$ cat src/rtl/connect4_pkg.sv
// rtl/connect4_pkg.sv - shared Connect4 board constants and index helpers
package connect4_pkg;

    localparam int DEFAULT_COLS = 4;
    localparam int DEFAULT_ROWS = 4;
    localparam int MAX_COLS     = 8;
    localparam int COL_IDX_W    = 3;
    localparam int ROW_IDX_W    = 4;
    localparam int CELL_IDX_W   = 7;

    typedef struct packed {
        logic                 valid;
        logic [COL_IDX_W-1:0] index;
    } onehot_idx_t;

    // Unused upper select bits must be padded with ones by the caller.
    function automatic onehot_idx_t onehot_n_index(input logic [MAX_COLS-1:0] sel_n);
        onehot_idx_t result;
        int          zeros;
        result = '0;
        zeros  = 0;
        for (int i = 0; i < MAX_COLS; i++) begin
            if (!sel_n[i]) begin
                zeros++;
                result.index = COL_IDX_W'(i);
            end
        end
        result.valid = (zeros == 1);
        return result;
    endfunction

    function automatic logic [CELL_IDX_W-1:0] cell_index(
        input logic [ROW_IDX_W-1:0] row,
        input logic [COL_IDX_W-1:0] col,
        input int                   cols
    );
        return CELL_IDX_W'(row) * CELL_IDX_W'(cols) + CELL_IDX_W'(col);
    endfunction

endpackage

$ cat src/rtl/move_history_lifo.sv
// rtl/move_history_lifo.sv - move-history stack of column indices for undo
module move_history_lifo #(
    parameter int DEPTH = 16,
    parameter int WIDTH = 2
) (
    input  logic             clk,
    input  logic             rst_n,
    input  logic             push,
    input  logic             pop,
    input  logic             clear,
    input  logic [WIDTH-1:0] data_in,
    output logic [WIDTH-1:0] data_out,
    output logic             empty,
    output logic             full
);

    localparam int PTR_W = $clog2(DEPTH + 1);
    localparam int IDX_W = $clog2(DEPTH);

    logic [WIDTH-1:0] mem [DEPTH];
    logic [PTR_W-1:0] count;
    logic [IDX_W-1:0] wr_idx;
    logic [IDX_W-1:0] rd_idx;

    assign wr_idx   = IDX_W'(count);
    assign rd_idx   = IDX_W'(count - PTR_W'(1));
    assign empty    = (count == '0);
    assign full     = (count == PTR_W'(DEPTH));
    // Top of stack is visible combinationally so a pop can use it in the same cycle.
    assign data_out = mem[rd_idx];

    always_ff @(posedge clk) begin
        if (!rst_n || clear) begin
            count <= '0;
        end else if (push && !full) begin
            mem[wr_idx] <= data_in;
            count       <= count + PTR_W'(1);
        end else if (pop && !empty) begin
            count <= count - PTR_W'(1);
        end
    end

endmodule

$ cat src/rtl/column_drop_allocator.sv
// rtl/column_drop_allocator.sv - Connect4 column drop allocator with undo history
module column_drop_allocator
    import connect4_pkg::*;
#(
    parameter  int COLS  = DEFAULT_COLS,
    parameter  int ROWS  = DEFAULT_ROWS,
    localparam int CELLS = COLS * ROWS,
    localparam int POS_W = $clog2(CELLS),
    localparam int CNT_W = $clog2(ROWS + 1),
    localparam int COL_W = $clog2(COLS)
) (
    input  logic             clk,
    input  logic             rst_n,
    input  logic             req,
    input  logic [COLS-1:0]  col_sel_n,
    input  logic             undo,
    input  logic             clear,
    output logic             done,
    output logic             invalid,
    output logic [POS_W-1:0] cell_pos,
    output logic [CNT_W-1:0] row_out,
    output logic [COL_W-1:0] col_out,
    output logic [COLS-1:0]  col_full,
    output logic             board_full,
    output logic [POS_W:0]   move_count
);

    logic [CNT_W-1:0]    counter [COLS];
    logic [MAX_COLS-1:0] sel_padded;
    onehot_idx_t         hit;
    logic [COL_W-1:0]    req_col;
    logic [CNT_W-1:0]    req_cnt;
    logic                req_ok;
    logic [COL_W-1:0]    undo_col;
    logic [CNT_W-1:0]    undo_cnt;
    logic                hist_empty;
    logic                hist_full;
    logic                do_push;
    logic                do_pop;

    always_comb begin
        sel_padded             = '1;
        sel_padded[COLS-1:0]   = col_sel_n;
        hit                    = onehot_n_index(sel_padded);
        req_col                = COL_W'(hit.index);
        req_cnt                = counter[req_col];
        req_ok                 = hit.valid && (int'(hit.index) < COLS)
                                 && (req_cnt < CNT_W'(ROWS)) && !hist_full;
        undo_cnt               = counter[undo_col] - CNT_W'(1);
        do_push                = !clear && !undo && req && req_ok;
        do_pop                 = !clear && undo && !hist_empty;
    end

    move_history_lifo #(
        .DEPTH (CELLS),
        .WIDTH (COL_W)
    ) u_history (
        .clk      (clk),
        .rst_n    (rst_n),
        .push     (do_push),
        .pop      (do_pop),
        .clear    (clear),
        .data_in  (req_col),
        .data_out (undo_col),
        .empty    (hist_empty),
        .full     (hist_full)
    );

    always_ff @(posedge clk) begin
        if (!rst_n) begin
            for (int k = 0; k < COLS; k++) counter[k] <= '0;
            done       <= 1'b0;
            invalid    <= 1'b0;
            cell_pos   <= '0;
            row_out    <= '0;
            col_out    <= '0;
            col_full   <= '0;
            board_full <= 1'b0;
            move_count <= '0;
        end else begin
            done <= 1'b0;
            if (clear) begin
                for (int k = 0; k < COLS; k++) counter[k] <= '0;
                done       <= 1'b1;
                invalid    <= 1'b0;
                cell_pos   <= '0;
                row_out    <= '0;
                col_out    <= '0;
                col_full   <= '0;
                board_full <= 1'b0;
                move_count <= '0;
            end else if (undo) begin
                done <= 1'b1;
                if (!hist_empty) begin
                    // The freed cell sits at the column's new (decremented) height.
                    counter[undo_col]  <= undo_cnt;
                    col_full[undo_col] <= 1'b0;
                    board_full         <= 1'b0;
                    move_count         <= move_count - (POS_W+1)'(1);
                    cell_pos           <= POS_W'(cell_index(ROW_IDX_W'(undo_cnt),
                                                            COL_IDX_W'(undo_col), COLS));
                    row_out            <= undo_cnt;
                    col_out            <= undo_col;
                    invalid            <= 1'b0;
                end else begin
                    invalid <= 1'b1;
                end
            end else if (req) begin
                done <= 1'b1;
                if (req_ok) begin
                    counter[req_col]  <= req_cnt + CNT_W'(1);
                    col_full[req_col] <= ((req_cnt + CNT_W'(1)) == CNT_W'(ROWS));
                    board_full        <= ((move_count + (POS_W+1)'(1)) == (POS_W+1)'(CELLS));
                    move_count        <= move_count + (POS_W+1)'(1);
                    cell_pos          <= POS_W'(cell_index(ROW_IDX_W'(req_cnt),
                                                           COL_IDX_W'(req_col), COLS));
                    row_out           <= req_cnt;
                    col_out           <= req_col;
                    invalid           <= 1'b0;
                end else begin
                    invalid <= 1'b1;
                end
            end
        end
    end

endmodule

$ cat config.mk
export PLATFORM = sky130hd
export DESIGN_NAME = column_drop_allocator
export DESIGN_NICKNAME = d
export VERILOG_FILES = /design/src/rtl/connect4_pkg.sv /design/src/rtl/move_history_lifo.sv /design/src/rtl/column_drop_allocator.sv
export SDC_FILE = /design/constraint.sdc
export NUM_CORES = 1
export LEC_CHECK = 0
export CELL_PAD_IN_SITES_DETAIL_PLACEMENT = 0
export CELL_PAD_IN_SITES_GLOBAL_PLACEMENT = 1
export CORE_MARGIN = 3
export CORE_UTILIZATION = 42
export CTS_CLUSTER_DIAMETER = 30
export DETAILED_ROUTE_END_ITERATION = 10
export GPL_TIMING_DRIVEN = 1
export PLACE_DENSITY_LB_ADDON = 0.1
export SETUP_SLACK_MARGIN = 0.02
export SLEW_MARGIN = 20
export SYNTH_ARGS = -nofsm -noshare
export SYNTH_HDL_FRONTEND = slang
export SYNTH_SLANG_ARGS = --single-unit
$ cat constraint.sdc
create_clock -name clk -period 3.9 [get_ports clk]
set_clock_uncertainty 0.1 [all_clocks]
set_input_delay 0.78 -clock clk [delete_from_list [all_inputs] [get_ports clk]]
set_output_delay 0.78 -clock clk [all_outputs]
set_load 0.005 [all_outputs]
==> run_results.csv <==
group,metric,value,unit
route,avgViaCountPerCell,5.42,
critical_path,regToRegSetupSlack,290,ps
critical_path,wp_buf_inv,2,
power_and_ir_drop,power_switching_share,28.0,%
clock_network,cts.path.max_buffers,2,
final_layout,drive_gt1_share,20.2,%
clock_network,clk_pin_slew_worst_paths,80,ps
global_route,grt_pass1_vias,2682,
critical_path,crit_chain,"dlygate4sd2_1 -> inv_2 -> ha_4 -> xnor2_2 -> ha_1 -> or3_1 -> o211ai_1 -> nand4_1 -> nor3_4 -> mux2_4 -> or4_4 -> nand2_4",
synthesis,synth.avg_cell_area,10.9,sq um
synthesis,synth_top_cells_by_area,"sky130_fd_sc_hd__edfxtp_1 37%, sky130_fd_sc_hd__dfxtp_1 12%, sky130_fd_sc_hd__ha_1 4.9%",
route,post_drt_wl_per_cell,16.7,um
timing,worst_hold_slack,370,ps
place,detailedPlacementHpwl,6030,um
route,dr.first_iter.drc_count,138,
route,vias,2671,
clock_network,clkLatencyLatePin,350,ps
timing,time_the_final_worst_path_needs_with_i_o_delays_and_setup,3710,ps
power_and_ir_drop,power_switching,0.000513,W
synthesis,synth_top_flop_cell,"sky130_fd_sc_hd__edfxtp_1",
synthesis,synthesis.nets,350,
synthesis,synthCells,327,
route,drc_errors,0,
global_route,antenna_found_initial,0,
power_and_ir_drop,combPwrFrac,21.3,%
timing,timing_max_transition_violations_final,0,
power_and_ir_drop,power.total,0.00183,W
timing,final-setup-viol-count,0,
power_and_ir_drop,worst_ir_drop_vdd,0.247,mV
synthesis,async_set_or_reset_register_ratio_after_synthesis,0,%
floorplanning,io-pin-count,30,
clock_network,cts_hold_buffers,0,
route,pre_repair_dr_iteration_count,4,
floorplanning,placement_rows,32,
critical_path,endpoint_kind,"register",
critical_path,critical_path.reg2reg.endpoint,"counter[2][2]",
synthesis,synth_seq_area_share,49.4,%
timing,worstMarginPinSlew,781,ps
synthesis,yosysWarningCount,0,
synthesis,synth_enable_flop_cells,44,
synthesis,synthMostInstantiatedCell,"sky130_fd_sc_hd__edfxtp_1",
synthesis,ys_ff_latch,66,
power_and_ir_drop,leakagePower,1.64,nW
critical_path,crit_path_end,"counter[0][1]",
critical_path,worstReg2RegStart,"u_history.count[1]",
global_route,pin_count_of_the_biggest_net_entering_global_routing,22,
timing,timing_hold_violations_final,0,
synthesis,netlist-cell-type-count,51,
critical_path,criticalPathCategory,"in2reg",
synthesis,cell_area_after_synthesis,0.00357,sq mm
final_layout,insertedDiodeCount,0,
place,gpl.final_weighted_congestion,0.793,
floorplanning,die_w,98.1,um
timing,max_freq,270,MHz
global_route,grt_pass1_wl,13800,um
power_and_ir_drop,pwr-share-seq,42.2,%
critical_path,master_of_the_slowest_instance_on_the_critical_path,"sky130_fd_sc_hd__or4_4",
status,outcome,"completed",
min_path,worst_hold_path_type,"reg2reg",
critical_path,required,3870,ps
critical_path,rr_worst_depth,10,
place,pre_cts_slack,-479,ps
clock_network,cts_inserted_buffers,9,
global_route,globalRouteOverflowTotal,0,
clock_network,cts.root.buffer_cell,"sky130_fd_sc_hd__clkbuf_8",
critical_path,critPathArrivalTime,3680,ps
final_layout,area.growth.synth_to_final,24.2,%
floorplanning,core,0.00797,sq mm
clock_network,tritoncts,"done",
place,cell_area_after_placement,0.00417,sq mm
critical_path,critPathMaxFanout,4,
route,ant_nets,0,
route,totalWireLength,8240,um
synthesis,synthDominantCellAreaShare,37.1,%
clock_network,cts_htree_levels,3,
final_layout,design_area,0.00443,sq mm
timing,setup_slack,190,ps
timing,max-slew-margin-rel,47.8,%
place,numPortBuffers,29,
floorplanning,floorplan.initialDensity,44.8,%
floorplanning,fp.dieArea,0.00963,sq mm
critical_path,max_stage_delay_on_crit_path,560,ps
synthesis,synthTopCellsByCount,"44 x sky130_fd_sc_hd__edfxtp_1, 43 x sky130_fd_sc_hd__nor2_1, 24 x sky130_fd_sc_hd__nand2_1",
synthesis,synth_top_area_cell,"sky130_fd_sc_hd__edfxtp_1",
timing,unrepaired_setup_endpoints_after_global_routing,"no",
global_route,global_route.usage.total,18.1,%
floorplanning,y_dimension_of_the_die,98.1,um
critical_path,crit_path_start,"col_sel_n[1]",
critical_path,critPathTopFamily,"simple AND/OR/NAND/NOR gates",
final_layout,fin_nets,409,
power_and_ir_drop,power.internal,0.00132,W
clock_network,clkSinkCount,66,
power_and_ir_drop,ratio_of_total_power_to_cell_area,414,mW/mm^2
timing,post-route-period-util,95.1,%
critical_path,critical_path.startpoint_type,"primary input",
final_layout,final_core_utilization,55.6,%
power_and_ir_drop,clock_group_share_of_total_power,36.5,%
flow_run,max_cap_violations,0,
critical_path,cp_num_cells,12,
## per-layer routing
layer	global-route usage, %	share of wire, %
met5	0	0
met4	5.36	1.3
met3	4.79	6.0
met2	25.7	43
met1	27.0	50
## what timing repair did
item                                    4_1_cts  5_1_grt
pin swaps                                     5        3
endpoints found under the setup margin        6       19
buffers inserted                              0        1
hold endpoints to repair                      0        0
resized for setup                             2        6
## sequential cells by signal, indices dropped and copies added, names as in the netlist
signal           flops
cell_pos             3
board_full           1
u_history.count      5
u_history.mem       32
done                 1
invalid              1
move_count           5
col_full             4
counter             12
row_out              2
## placed cells by master (no fill, tap or decap), types with 3 or more instances in the layout
cell	netlist	layout
sky130_fd_sc_hd__a211oi_1	3	3
sky130_fd_sc_hd__a21oi_1	18	17
sky130_fd_sc_hd__a31oi_1	5	5
sky130_fd_sc_hd__buf_4	6	39
sky130_fd_sc_hd__clkbuf_8	0	9
sky130_fd_sc_hd__clkdlybuf4s50_1	0	26
sky130_fd_sc_hd__dfxtp_1	22	22
sky130_fd_sc_hd__edfxtp_1	44	44
sky130_fd_sc_hd__ha_1	14	13
sky130_fd_sc_hd__inv_1	18	16
sky130_fd_sc_hd__inv_6	0	3
sky130_fd_sc_hd__mux2_2	5	4
sky130_fd_sc_hd__mux2i_1	6	6
sky130_fd_sc_hd__mux4_1	5	5
sky130_fd_sc_hd__mux4_2	6	6
sky130_fd_sc_hd__nand2_1	24	23
sky130_fd_sc_hd__nand2b_1	5	5
sky130_fd_sc_hd__nand3_1	4	4
sky130_fd_sc_hd__nand3b_1	4	4
sky130_fd_sc_hd__nand4_1	4	4
sky130_fd_sc_hd__nor2_1	43	43
sky130_fd_sc_hd__nor2b_1	4	3
sky130_fd_sc_hd__nor3_1	16	15
sky130_fd_sc_hd__o211ai_1	5	5
sky130_fd_sc_hd__o21ai_0	13	13
sky130_fd_sc_hd__xnor2_1	7	6
sky130_fd_sc_hd__xor2_1	6	6
## final cells by class
| class | instances | area [sq um] |
|---|---|---|
| Fill cell | 708 | 3540 |
| Clock buffer | 9 | 124 |
| Clock inverter | 7 | 106 |
| Sequential cell | 66 | 1760 |
| Tap cell | 102 | 128 |
| Multi-Input combinational cell | 223 | 1660 |
| Inverter | 18 | 67.6 |
| Timing Repair Buffer | 68 | 587 |
## how the worst min path moves through the flow
| stage | cells after the start | slack [ps] | start | endpoint |
|---|---|---|---|---|
| 3_5_place_dp | 2 | 370 | cell_pos[0] | cell_pos[0] |
| 6_report | 2 | 370 | cell_pos[0] | cell_pos[0] |
| 5_1_grt | 2 | 410 | cell_pos[0] | cell_pos[0] |
| 4_1_cts | 2 | 380 | cell_pos[0] | cell_pos[0] |
| 2_1_floorplan | 2 | 360 | cell_pos[0] | cell_pos[0] |
| 3_3_place_gp | 2 | 360 | cell_pos[0] | cell_pos[0] |
## worst reg2reg max path: cells and delay by family, from the launching register on
| family | cells | cell delay [ps] |
|---|---|---|
| muxes | 3 | 1500 |
| adders and majority gates | 2 | 750 |
| DFF | 1 | 350 |
| and+or+nand+nor | 2 | 310 |
| buffers and inverters | 2 | 210 |
| xor gates and xnor gates | 1 | 130 |
## per-stage QoR
stage | cells | setup TNS [ps]
floorplan | 327 | 0
global placement | 476 | -5900
detailed placement | 476 | -9650
CTS | 492 | 0
global route | 493 | 0
finish | 493 | 0
## power groups by stage
stage,sequential [W],combinational (W),clock [W]
after global placement,0.000791,0.000385,0
after detailed placement,0.000791,0.000386,0
after global routing,0.000777,0.000430,0.000719
after floorplan,0.000787,0.000241,0
after CTS,0.000775,0.000389,0.000680
final,0.000775,0.000390,0.000669
## kinds of logic after synthesis
logic type | Yosys count | share of synthesized area (%)
AO/OA/AOI/OAI | 56 | 9.65
XOR/XNOR | 14 | 3.65
adder cells (fa/ha/maj) | 14 | 4.91
buffers and inverters | 38 | 5.51
flip-flops | 66 | 49.4
multiplexers | 23 | 11.2
AND/OR/NAND/NOR | 116 | 15.7
No activity file was read; power rests on OpenSTA's default activity.
